===== config.mk =====
export PLATFORM = sky130hd
export DESIGN_NAME = branch_resolve_pipe_flat
export DESIGN_NICKNAME = d
export VERILOG_FILES = /design/src/rtl/branch_resolve_pipe_if.sv /design/src/rtl/branch_resolve_pipe.sv /design/src/flat_wrapper.sv
export SDC_FILE = /design/constraint.sdc
export NUM_CORES = 1
export LEC_CHECK = 0
export CORE_UTILIZATION = 45
export DETAILED_ROUTE_END_ITERATION = 6
export PLACE_DENSITY_LB_ADDON = 0.15
export SLEW_MARGIN = 40
export SYNTH_ARGS = -nofsm -noshare
export SYNTH_HDL_FRONTEND = slang
export SYNTH_SLANG_ARGS = --single-unit
export TNS_END_PERCENT = 1

===== constraint.sdc =====
create_clock -name clk -period 4.1 [get_ports clk]
set_input_delay 0.615 -clock clk [delete_from_list [all_inputs] [get_ports clk]]
set_output_delay 0.615 -clock clk [all_outputs]
set_load 0.02 [all_outputs]

===== src/rtl/branch_resolve_pipe_if.sv =====
// Branch resolution handshake bundle.
// Carries the input branch request (valid/ready plus funct3, operands, PC,
// immediate and predicted direction) and the resolved result (valid/ready
// plus taken, mispredict, illegal and redirect PC).
//   master : producer of branch requests / consumer of results
//   slave  : the resolution unit
interface branch_resolve_pipe_if #(
  parameter int XLEN = 32
);
  logic            in_valid;
  logic            in_ready;
  logic [2:0]      in_funct3;
  logic [XLEN-1:0] in_rs1;
  logic [XLEN-1:0] in_rs2;
  logic [XLEN-1:0] in_pc;
  logic [XLEN-1:0] in_imm;
  logic            in_pred_taken;
  logic            out_valid;
  logic            out_ready;
  logic            out_taken;
  logic            out_mispredict;
  logic            out_illegal;
  logic [XLEN-1:0] out_redirect_pc;

  modport master (
    output in_valid, in_funct3, in_rs1, in_rs2, in_pc, in_imm, in_pred_taken,
    output out_ready,
    input  in_ready,
    input  out_valid, out_taken, out_mispredict, out_illegal, out_redirect_pc
  );

  modport slave (
    input  in_valid, in_funct3, in_rs1, in_rs2, in_pc, in_imm, in_pred_taken,
    input  out_ready,
    output in_ready,
    output out_valid, out_taken, out_mispredict, out_illegal, out_redirect_pc
  );
endinterface


===== src/rtl/branch_resolve_pipe.sv =====
// Pipelined conditional-branch resolution unit.
// Resolves a branch in stage 0 (compare, taken, redirect target) and carries
// the result through STAGES registered stages with bubble-collapsing
// valid/ready flow control. Also keeps saturating counts of completed legal
// branches and mispredicts.
// Ports:
//   clk, rst_n     clock, asynchronous active-low reset
//   flush          kills every in-flight entry at the clock edge
//   clr_counts     synchronous clear of both counters (beats increments)
//   bus            branch request / result handshake (slave side)
//   br_count       completed legal branches (saturating)
//   mispred_count  completed mispredicted branches (saturating)
module branch_resolve_pipe #(
  parameter int XLEN   = 32,
  parameter int STAGES = 2,
  parameter int CNT_W  = 16
) (
  input  logic                 clk,
  input  logic                 rst_n,
  input  logic                 flush,
  input  logic                 clr_counts,
  branch_resolve_pipe_if.slave bus,
  output logic [CNT_W-1:0]     br_count,
  output logic [CNT_W-1:0]     mispred_count
);

  typedef struct packed {
    logic            taken;
    logic            mispredict;
    logic            illegal;
    logic [XLEN-1:0] redirect;
  } entry_t;

  localparam int LAST = STAGES - 1;

  // Returns {illegal, taken} for a branch funct3 and its two operands.
  function automatic logic [1:0] resolve(input logic [2:0]      f3,
                                         input logic [XLEN-1:0] a,
                                         input logic [XLEN-1:0] b);
    logic eq;
    logic lt;
    logic ltu;
    logic [1:0] res;
    eq  = (a == b);
    lt  = ($signed(a) < $signed(b));
    ltu = (a < b);
    case (f3)
      3'b000:  res = {1'b0, eq};
      3'b001:  res = {1'b0, !eq};
      3'b100:  res = {1'b0, lt};
      3'b101:  res = {1'b0, !lt};
      3'b110:  res = {1'b0, ltu};
      3'b111:  res = {1'b0, !ltu};
      default: res = {1'b1, 1'b0};
    endcase
    return res;
  endfunction

  logic [STAGES-1:0] vld_r;
  entry_t            stage_r   [STAGES];
  entry_t            src_ent_s [STAGES];
  logic [STAGES-1:0] src_vld_s;
  logic [STAGES-1:0] load_s;
  entry_t            new_ent_s;
  logic [1:0]        res_s;
  logic [XLEN-1:0]   pc_seq_s;
  logic [XLEN-1:0]   pc_tgt_s;
  logic              out_xfer_s;

  // Resolve the incoming branch; both sums wrap modulo 2^XLEN.
  always_comb begin
    res_s                = resolve(bus.in_funct3, bus.in_rs1, bus.in_rs2);
    pc_seq_s             = bus.in_pc + XLEN'(3'd4);
    pc_tgt_s             = bus.in_pc + bus.in_imm;
    new_ent_s.illegal    = res_s[1];
    new_ent_s.taken      = res_s[0];
    new_ent_s.mispredict = !res_s[1] && (res_s[0] != bus.in_pred_taken);
    new_ent_s.redirect   = res_s[0] ? pc_tgt_s : pc_seq_s;
  end

  // Load enables: a stage loads when empty or when the stage after it loads
  // (the consumer, for the last stage); walked from the output backwards.
  always_comb begin
    logic chain;
    chain  = bus.out_ready;
    load_s = '0;
    for (int k = LAST; k >= 0; k--) begin
      chain     = !vld_r[k] || chain;
      load_s[k] = chain;
    end
  end

  // Source of each stage: the resolver for stage 0, the previous stage otherwise.
  always_comb begin
    src_vld_s[0] = bus.in_valid;
    src_ent_s[0] = new_ent_s;
    for (int k = 1; k < STAGES; k++) begin
      src_vld_s[k] = vld_r[k-1];
      src_ent_s[k] = stage_r[k-1];
    end
  end

  // Pipeline stage registers; payload only moves when a real entry moves so
  // a stalled or drained output keeps its last value.
  always_ff @(posedge clk or negedge rst_n) begin
    if (!rst_n) begin
      vld_r <= '0;
      for (int k = 0; k < STAGES; k++) begin
        stage_r[k] <= '0;
      end
    end else begin
      for (int k = 0; k < STAGES; k++) begin
        if (flush) begin
          vld_r[k] <= 1'b0;
        end else if (load_s[k]) begin
          vld_r[k] <= src_vld_s[k];
        end
        if (load_s[k] && src_vld_s[k]) begin
          stage_r[k] <= src_ent_s[k];
        end
      end
    end
  end

  assign out_xfer_s = vld_r[LAST] && bus.out_ready;

  // Saturating performance counters, clear takes priority over the event.
  always_ff @(posedge clk or negedge rst_n) begin
    if (!rst_n) begin
      br_count      <= '0;
      mispred_count <= '0;
    end else if (clr_counts) begin
      br_count      <= '0;
      mispred_count <= '0;
    end else if (out_xfer_s) begin
      if (!stage_r[LAST].illegal && (br_count != '1)) begin
        br_count <= br_count + CNT_W'(1'b1);
      end
      if (stage_r[LAST].mispredict && (mispred_count != '1)) begin
        mispred_count <= mispred_count + CNT_W'(1'b1);
      end
    end
  end

  assign bus.in_ready        = load_s[0];
  assign bus.out_valid       = vld_r[LAST];
  assign bus.out_taken       = stage_r[LAST].taken;
  assign bus.out_mispredict  = stage_r[LAST].mispredict;
  assign bus.out_illegal     = stage_r[LAST].illegal;
  assign bus.out_redirect_pc = stage_r[LAST].redirect;

endmodule


===== src/flat_wrapper.sv =====
// flat-port wrapper written by rule: the top's interface ports become plain ports
module branch_resolve_pipe_flat 
#(
  parameter int XLEN   = 32,
  parameter int STAGES = 2,
  parameter int CNT_W  = 16
)
  (clk, rst_n, flush, clr_counts, br_count, mispred_count, bus_in_valid, bus_in_funct3, bus_in_rs1, bus_in_rs2, bus_in_pc, bus_in_imm, bus_in_pred_taken, bus_out_ready, bus_in_ready, bus_out_valid, bus_out_taken, bus_out_mispredict, bus_out_illegal, bus_out_redirect_pc);
  branch_resolve_pipe_if #(.XLEN(XLEN)) bus_i ();
  input  logic clk;
  input  logic rst_n;
  input  logic flush;
  input  logic clr_counts;
  output logic [CNT_W-1:0] br_count;
  output logic [CNT_W-1:0] mispred_count;
  input wire logic [$bits(bus_i.in_valid)-1:0] bus_in_valid;
  input wire logic [$bits(bus_i.in_funct3)-1:0] bus_in_funct3;
  input wire logic [$bits(bus_i.in_rs1)-1:0] bus_in_rs1;
  input wire logic [$bits(bus_i.in_rs2)-1:0] bus_in_rs2;
  input wire logic [$bits(bus_i.in_pc)-1:0] bus_in_pc;
  input wire logic [$bits(bus_i.in_imm)-1:0] bus_in_imm;
  input wire logic [$bits(bus_i.in_pred_taken)-1:0] bus_in_pred_taken;
  input wire logic [$bits(bus_i.out_ready)-1:0] bus_out_ready;
  output wire logic [$bits(bus_i.in_ready)-1:0] bus_in_ready;
  output wire logic [$bits(bus_i.out_valid)-1:0] bus_out_valid;
  output wire logic [$bits(bus_i.out_taken)-1:0] bus_out_taken;
  output wire logic [$bits(bus_i.out_mispredict)-1:0] bus_out_mispredict;
  output wire logic [$bits(bus_i.out_illegal)-1:0] bus_out_illegal;
  output wire logic [$bits(bus_i.out_redirect_pc)-1:0] bus_out_redirect_pc;
  assign bus_i.in_valid = bus_in_valid;
  assign bus_i.in_funct3 = bus_in_funct3;
  assign bus_i.in_rs1 = bus_in_rs1;
  assign bus_i.in_rs2 = bus_in_rs2;
  assign bus_i.in_pc = bus_in_pc;
  assign bus_i.in_imm = bus_in_imm;
  assign bus_i.in_pred_taken = bus_in_pred_taken;
  assign bus_i.out_ready = bus_out_ready;
  assign bus_in_ready = bus_i.in_ready;
  assign bus_out_valid = bus_i.out_valid;
  assign bus_out_taken = bus_i.out_taken;
  assign bus_out_mispredict = bus_i.out_mispredict;
  assign bus_out_illegal = bus_i.out_illegal;
  assign bus_out_redirect_pc = bus_i.out_redirect_pc;
  branch_resolve_pipe #(.XLEN(XLEN), .STAGES(STAGES), .CNT_W(CNT_W)) u_core (.clk(clk), .rst_n(rst_n), .flush(flush), .clr_counts(clr_counts), .bus(bus_i), .br_count(br_count), .mispred_count(mispred_count));
endmodule

# Yosys cells after proc, flatten, opt, wreduce, memory -nomap -nowiden
# Index checks and enable logic that the tools add are counted.
# classes
n_lt_le_gt_ge	2
eq_ne	9
mux	12
reduce_logical	23
addsub	4
# op_table
op	n
two-way mux 16 bit	6
< comparator 32 bit	2
adder 16 x 1 -> 16 bit (second input constant)	2
adder 32 x 3 -> 32 bit (second input constant)	1
adder 32 bit	1
== test 32 bit	1
two-way mux 32 bit	1
!= test 16 bit (second input constant)	2
== test 3 bit (second input constant)	4
case mux 2 bit (6 select lines)	1
nonzero test 2 bit	5
zero test 1 bit	7
logical AND 1 bit	6
two-way mux 1 bit	4
AND reduction 2 bit	2
== test 3 x 1 -> 1 bit (second input constant)	1
zero test 3 bit	1
logical OR 1 bit	2
!= test 1 bit	1
# word_totals
input_bits	138
elab_cells	62
regBits	104
out_inout_bits	69

# Longest topological paths before layout
# Gate-level depths: netlist of run 1.
# logic_depth
word_depth	5
ltp_mapped	13
mapped_depth_nobuf	12

# Worst setup path after synthesis of run 1
# OpenSTA, ideal clock, no wires.
# synth_path
path_type	in2reg
startpoint	in bus_in_imm[3]
endpoint	reg u_core.stage_r, in the netlist u_core.src_ent_s[25]
setup_time_ns	0.128
required_time_ns	3.972
arrival_time_ns	2.761
path_buffers	1
slack_ns	1.211
cell_stages	11
path_cell_list	ha_1 nand3_1 o21a_1 a31oi_4 a31oi_4 o21a_1 or3_1 buf_2 and3_1 nor4_1 o21ai_1
# synth_via
elab_chain_len	2
# synth_lines
item	line	rtl
start, declared	flat_wrapper.sv:21	input wire logic [$bits(bus_i.in_imm)-1:0] bus_in_imm;
adder 32 bit	branch_resolve_pipe.sv:74	pc_tgt_s = bus.in_pc + bus.in_imm;
two-way mux 32 bit	branch_resolve_pipe.sv:78	new_ent_s.redirect = res_s[0] ? pc_tgt_s : pc_seq_s;
end signal, assigned by index	branch_resolve_pipe.sv:119	stage_r[k] <= src_ent_s[k];
end, declared	branch_resolve_pipe.sv:60	entry_t stage_r [STAGES];
# Every way passes these cells.
# A chain may end at the register's enable or synchronous reset.

# Final worst setup path of run 1
# layout_path
startpoint	in bus_in_rs2[3]
endpoint	reg u_core.stage_r, in the netlist u_core.src_ent_s[27]
# layout_via
elab_chain_len	4
elab_cells_between_ends	8
classes_between	order compare (2); eq/ne (1); mux (2); reduce/logical (3)
# layout_lines
item	line	rtl
start, declared	flat_wrapper.sv:19	input wire logic [$bits(bus_i.in_rs2)-1:0] bus_in_rs2;
< comparator 32 bit, or another cell as far along	branch_resolve_pipe.sv:46	ltu = (a < b);
zero test 1 bit, on equally long branches	branch_resolve_pipe.sv:53, branch_resolve_pipe.sv:49, branch_resolve_pipe.sv:51	
case mux 2 bit (6 select lines) *	branch_resolve_pipe.sv:47	case (f3)
two-way mux 32 bit *	branch_resolve_pipe.sv:78	
# Mark *: on every way between the ends. The rest lies on a longest branch, timed or not.

==> impl_metrics.ini, run 1 <==
[run_status]
status = finished, final reports clean

[clock_network]
post-cts-setup-buffer-count = 0
cts_max_path_buffers = 2
clockRootBuffer = clkbuf_16
cts_buffers = 9
htree_levels = 3
cts_resized = 0
tritoncts = built
clock-sinks = 104
clock_latency_ps = 340
clkTransAtPathRegs_ps = 70
cts-hold-fix-buffers = 0

[power_and_ir_drop]
cellPowerDensity_mw_per_mm2 = 325
finalPower_mw = 3.30
power.switching_mw = 1.07
clkPwrFrac_pct = 25.6
power_frac_seq_pct = 38.8
cellLeakagePower_nw = 4.45
sw_frac_of_total_pct = 32.3
power_frac_comb_pct = 35.6
p_int_mw = 2.23
ir_drop_mv = 0.248

[routing]
met1Wirelength_um = 9020
drcViolationCount = 0
first_iter_violations = 299
wire_per_inst_um = 14.5
routed.top_layer = met4
wl_met2_um = 8350
drt-pass1-iter-count = 4
antenna_left = 0
wl_met3_um = 816
wirelength_um = 18500
num_vias = 6740
viasPerCell = 5.28

[yosys]
ys_async_sr_fraction_pct = 100
synth.avg_cell_area_um2 = 8.83
synthTopCellsByArea = dfrtp_1 34%, ha_1 11%, mux2_2 5.5%, xor2_1 4.6%, xnor2_1 4.5%
synth.distinct_cells = 57
synth_common_cells = 104 x dfrtp_1, 88 x nand2_1, 78 x nor2_1
ys_seq_elements = 104
synth_top_cell_area_share_pct = 34.4
syn-cell-area_mm2 = 0.00757
synth_enable_flop_cells = 0
ys_seq_area_share_pct = 34.4
synthCells = 857
synth_warnings = 0
synth-main-ff-cell = dfrtp_1
synth_top_area_cell = dfrtp_1
synthMostInstantiatedCell = dfrtp_1
synth_nets = 1062

[setup_path]
cp.arrival_ps = 3610
worstSetupPathType = primary input to flop
r2r_start = u_core.mispred_count[6]$_DFFE_PN0P_
r2r-end = u_core.mispred_count[9]$_DFFE_PN0P_
cp_max_fo = 59
cp.required_ps = 4330
regToRegSetupSlack_ps = 1470
end_kind = flop
reg2reg_depth = 9
setup.worst_path.start_class = primary input

[sta]
rsz0062_at_grt = no
worst_pin_slew_ps = 723
setup_viol = 0
maxSlewViolCount = 0
finClkSkew_ps = 6.81
max_freq_mhz = 296
finalSetupTns_ps = 0
finalWorstPathRequiredPeriod_ps = 3380
hold_viol = 0
max-slew-margin-rel_pct = 51.7
fin_crit_sh_pct = 82.4
finalWorstSetupSlack_ps = 721

[global_routing]
grt_use_total_pct = 22.1
grt_max_degree = 60
grt_pass1_wl_um = 31500
antenna_found_initial = 0
grt_overflow = 0
grt_pass1_vias = 6428

[placed_design]
post-place-ws_ps = 238
placed_area_mm2 = 0.00987
port_buffers = 206
finalWeightedCongestion = 0.906
post-dp-hpwl_um = 14800
dpl.cell_count = 1261

[floorplanning]
fp.dieH_um = 132
row_count = 47
die_w_um = 132
start_util_pct = 45.8
coreArea_mm2 = 0.0165
dieArea_mm2 = 0.0173
io_pins = 207

[layout]
nFillCells = 1464
design_area_mm2 = 0.0102
diodes = 0
fin_cells = 1277
drive_above_1_share_pct = 6.62
area.growth.synth_to_final_pct = 34.3
nNetsFinal = 1257

[job]
cap_violations = 0

[hold_path]
hold_class = primary input to async pin
## power by group through the flow
| stage | sequential, mW | clock, mW | combinational (mW) |
|---|---|---|---|
| floorplan | 1.40 | 0 | 0.536 |
| global placement | 1.30 | 0 | 1.16 |
| detailed placement | 1.31 | 0 | 1.18 |
| CTS | 1.28 | 0.866 | 1.18 |
| global route | 1.30 | 0.911 | 1.28 |
| finish | 1.28 | 0.844 | 1.17 |
## per-layer routing
layer | GRT usage, % | up-vias
met2 | 34.9 | 158
met3 | 2.93 | 17
met5 | 0 | -
met4 | 6.33 | 0
met1 | 31.6 | 3125
li1 | - | 3440
## logic make-up after synthesis
logic type               share of synthesized area (%)
AND/OR/NAND/NOR                                   18.2
AO/OA/AOI/OAI                                     16.3
flip-flops                                        34.4
XOR/XNOR                                          9.14
buffers and inverters                             3.95
adder cells (fa/ha/maj)                           11.2
multiplexers                                      6.83
## placed cells by master, fill, tap and decap left out, drive strengths merged, types with 18 or more instances in the layout
cell type | Yosys | final
clkdlybuf4s50 | 0 | 205
dfrtp | 104 | 104
nand2 | 88 | 88
nor2 | 78 | 78
ha | 66 | 66
a21oi | 60 | 60
inv | 49 | 52
o21ai | 51 | 51
nand3 | 45 | 45
xor2 | 40 | 40
xnor2 | 39 | 39
mux2 | 37 | 37
nand4 | 22 | 22
a21o | 18 | 18
## registers in the layout, indices dropped and copies added, names as in the netlist
signal and flops:
u_core.src_ent_s 35, u_core.bus.out_redirect_pc 32, u_core.br_count 16, u_core.mispred_count 16, u_core.vld_r 2, u_core.bus.out_illegal 1, u_core.bus.out_mispredict 1, u_core.bus.out_taken 1
## critical path: stages
cell	delay (ps)
clkdlybuf4s50_1	450
inv_1	40
ha_1	310
a21oi_1	120
o21ai_0	110
a221o_1	390
a2111oi_1	630
a211oi_4	100
buf_12	210
o31a_1	330
mux2_2	270
## worst max-delay path by stage
stage	from	end	slack, ps	cells after the start
final	bus_in_rs2[3]	u_core.src_ent_s[27]$_DFFE_PN0P_	720	11
after global routing	bus_in_rs2[31]	u_core.src_ent_s[23]$_DFFE_PN0P_	450	13
after CTS	bus_in_rs2[3]	u_core.src_ent_s[27]$_DFFE_PN0P_	600	11
after detailed placement	bus_in_rs2[3]	u_core.src_ent_s[27]$_DFFE_PN0P_	240	11
after global placement	bus_in_rs2[3]	u_core.src_ent_s[27]$_DFFE_PN0P_	320	11
after floorplan	bus_in_imm[3]	u_core.src_ent_s[25]$_DFFE_PN0P_	1210	11
## per-stage QoR
step                      utilization [%]  hold slack [ps]
final                                61.5              256
after global routing                 61.5              289
after CTS                            61.5              269
after detailed placement             59.7              470
after global placement               59.7              462
after floorplan                         -              319
## layout make-up
type	count	area [um^2]	area share, %
Timing Repair Buffer	212	2120	20.8
Inverter	49	184	1.81
Sequential cell	104	2600	25.6
Clock inverter	5	46.3	0.455
Multi-Input combinational cell	676	4690	46.1
Clock buffer	11	253	2.49
Tap cell	220	275	2.71
Power figures use the tool's default switching activity.
==> run 2: changes to the inputs <==
clock period = 3.14 ns   (was 4.1 ns; I/O delays follow)
==> impl_metrics.ini, run 2 (synthesized netlist as in run 1, its figures left out) <==
[run_status]
status = finished, final reports clean

[routing]
antenna_left = 0
wire_per_inst_um = 13.9
viasPerCell = 5.13
drt-pass1-iter-count = 5
first_iter_violations = 297
num_vias = 7069
wirelength_um = 19100
drcViolationCount = 0

[clock_network]
clock_latency_ps = 350
clkTransAtPathRegs_ps = 70
cts_max_path_buffers = 2
cts_buffers = 9
clock-sinks = 104
tritoncts = built
htree_levels = 3
clockRootBuffer = clkbuf_16

[layout]
utilization_pct = 66.9
layout.cells.most_common = clkdlybuf4s50_1
design_area_mm2 = 0.0110
area.growth.synth_to_final_pct = 45.9
nNetsFinal = 1357
diodes = 0
largest_reg_flops = 35
most-common-layout-cells = 205 x clkdlybuf4s50_1, 104 x dfrtp_1, 102 x buf_4
drive_above_1_share_pct = 15.4
fin_cells = 1377

[power_and_ir_drop]
power_frac_seq_pct = 35.9
cellLeakagePower_nw = 4.98
p_int_mw = 3.28
sw_frac_of_total_pct = 29.9
power.switching_mw = 1.40
power_frac_comb_pct = 36.3
clkPwrFrac_pct = 27.8
ir_drop_mv = 0.261
cellPowerDensity_mw_per_mm2 = 424
finalPower_mw = 4.68

[floorplanning]
dieArea_mm2 = 0.0173
die_w_um = 132
start_util_pct = 45.8
io_pins = 207
row_count = 47
coreArea_mm2 = 0.0165
fp.dieH_um = 132

[setup_path]
cp.required_ps = 3370
cp_max_fo = 24
setup.worst_path.start_class = primary input
critical-path-max-stage-delay_ps = 480
worstSetupPathType = primary input to flop
critPathSlowestCell = a2111oi_2
critPathBufInv = 3
cp_top_family = compound AO/OA/AOI/OAI gates
cp.arrival_ps = 3260
crit_chain = clkdlybuf4s50_1, inv_1, ha_1, a21oi_1, o21ai_0, a221o_1, a2111oi_2, a211oi_4, buf_12, o31a_1, mux2_2
end_kind = flop

[sta]
max_freq_mhz = 330
maxSlewViolCount = 0
finalWorstPathRequiredPeriod_ps = 3030
finClkSkew_ps = 7.93
fin_crit_sh_pct = 96.4
rsz0062_at_grt = yes
max-slew-margin-rel_pct = 66.3
setup_viol = 0
worst_pin_slew_ps = 505
hold_viol = 0

[placed_design]
finalWeightedCongestion = 0.893
port_buffers = 206
post-dp-hpwl_um = 15600
placed_area_mm2 = 0.0106
dpl.cell_count = 1361

[global_routing]
grt_pass1_wl_um = 31900
grt_max_degree = 44
grt_pass1_vias = 6766
grt_overflow = 0
antenna_found_initial = 0
grt_use_total_pct = 22.4

[hold_path]
hold_class = primary input to async pin

[job]
cap_violations = 0
## run 2: cell types whose count changed in the layout (fill, tap and decap cells not counted), moves of 2 or more
cell / change
a21oi_2: +4
clkinv_4: -2
a21oi_1: -4
bufinv_16: +3
buf_6: +2
buf_4: +96
## run 2: worst reg2reg max path, stage by stage (launching register included)
cell and delay (ps):
dfrtp_1 440, and4_1 240, and2_1 190, and3_1 230, a41oi_2 360, o2111ai_1 250
nor2_1 380, nand3_1 140, xor2_1 150, nor2_1 50
## run 2: what timing repair did
| action | CTS | global route |
|---|---|---|
| hold buffers | 0 | 0 |
| setup endpoints to repair | 11 | 29 |
| setup buffers | 0 | 0 |
| pin swaps | 0 | 1 |
| gates resized for setup | 3 | 13 |
## run 2: layout make-up
class                      instances  area [um^2]
clock buffer                      12          256
clock inverter                     4         98.8
fill                            1373         5480
inverter                          49          184
multi-input combinational        676         4730
sequential                       104         2600
tap                              220          275
timing repair buffer             312         2900
## run 2: stage by stage
step	setup TNS (ps)	worst slack [ps]	hold WS, ps
after CTS	0	31.4	94.5
after global routing	-149	-75.2	125
after floorplan	0	395	175
final	0	113	95.7
after detailed placement	-12190	-523	470
after global placement	-9860	-437	460
## run 2: per-layer routing
layer / vias up / routed length [um] / part of all wire, % / track usage [%]
li1: 3633 / - / - / -
met1: 3250 / 9210 / 48 / 31.4
met2: 172 / 8940 / 47 / 37.0
met3: 14 / 713 / 3.7 / 2.51
met4: 0 / 223 / 1.2 / 5.62
met5: - / 0 / 0 / 0
## run 2: power by group through the flow
stage	Sequential (mW)	Combinational, mW	Clock [mW]
after floorplan	1.83	0.700	0
after global placement	1.70	1.66	0
after detailed placement	1.71	1.68	0
after CTS	1.68	1.69	1.33
after global routing	1.70	1.85	1.38
final	1.68	1.70	1.30
## run 2: final timing paths
check                      slack [ps]  cells after the start                              from                             endpoint
min                               100                      1                             rst_n       u_core.br_count[2]$_DFFE_PN0P_
min in group clk                  470                      2  u_core.src_ent_s[18]$_DFFE_PN0P_     u_core.src_ent_s[18]$_DFFE_PN0P_
min reg2reg                       470                      2  u_core.src_ent_s[18]$_DFFE_PN0P_     u_core.src_ent_s[18]$_DFFE_PN0P_
max reg2reg                       580                      9    u_core.br_count[7]$_DFFE_PN0P_       u_core.br_count[9]$_DFFE_PN0P_
max in group asynchronous        2330                      2                             rst_n  u_core.mispred_count[6]$_DFFE_PN0P_
max                               110                     11                     bus_in_rs2[1]     u_core.src_ent_s[27]$_DFFE_PN0P_
==> run 3: changes to the inputs <==
ABC_CLOCK_PERIOD_IN_PS = 3140   (was not set)
==> results of run 3 <==
Final layout, timing and power as in run 2 (identical DEF).
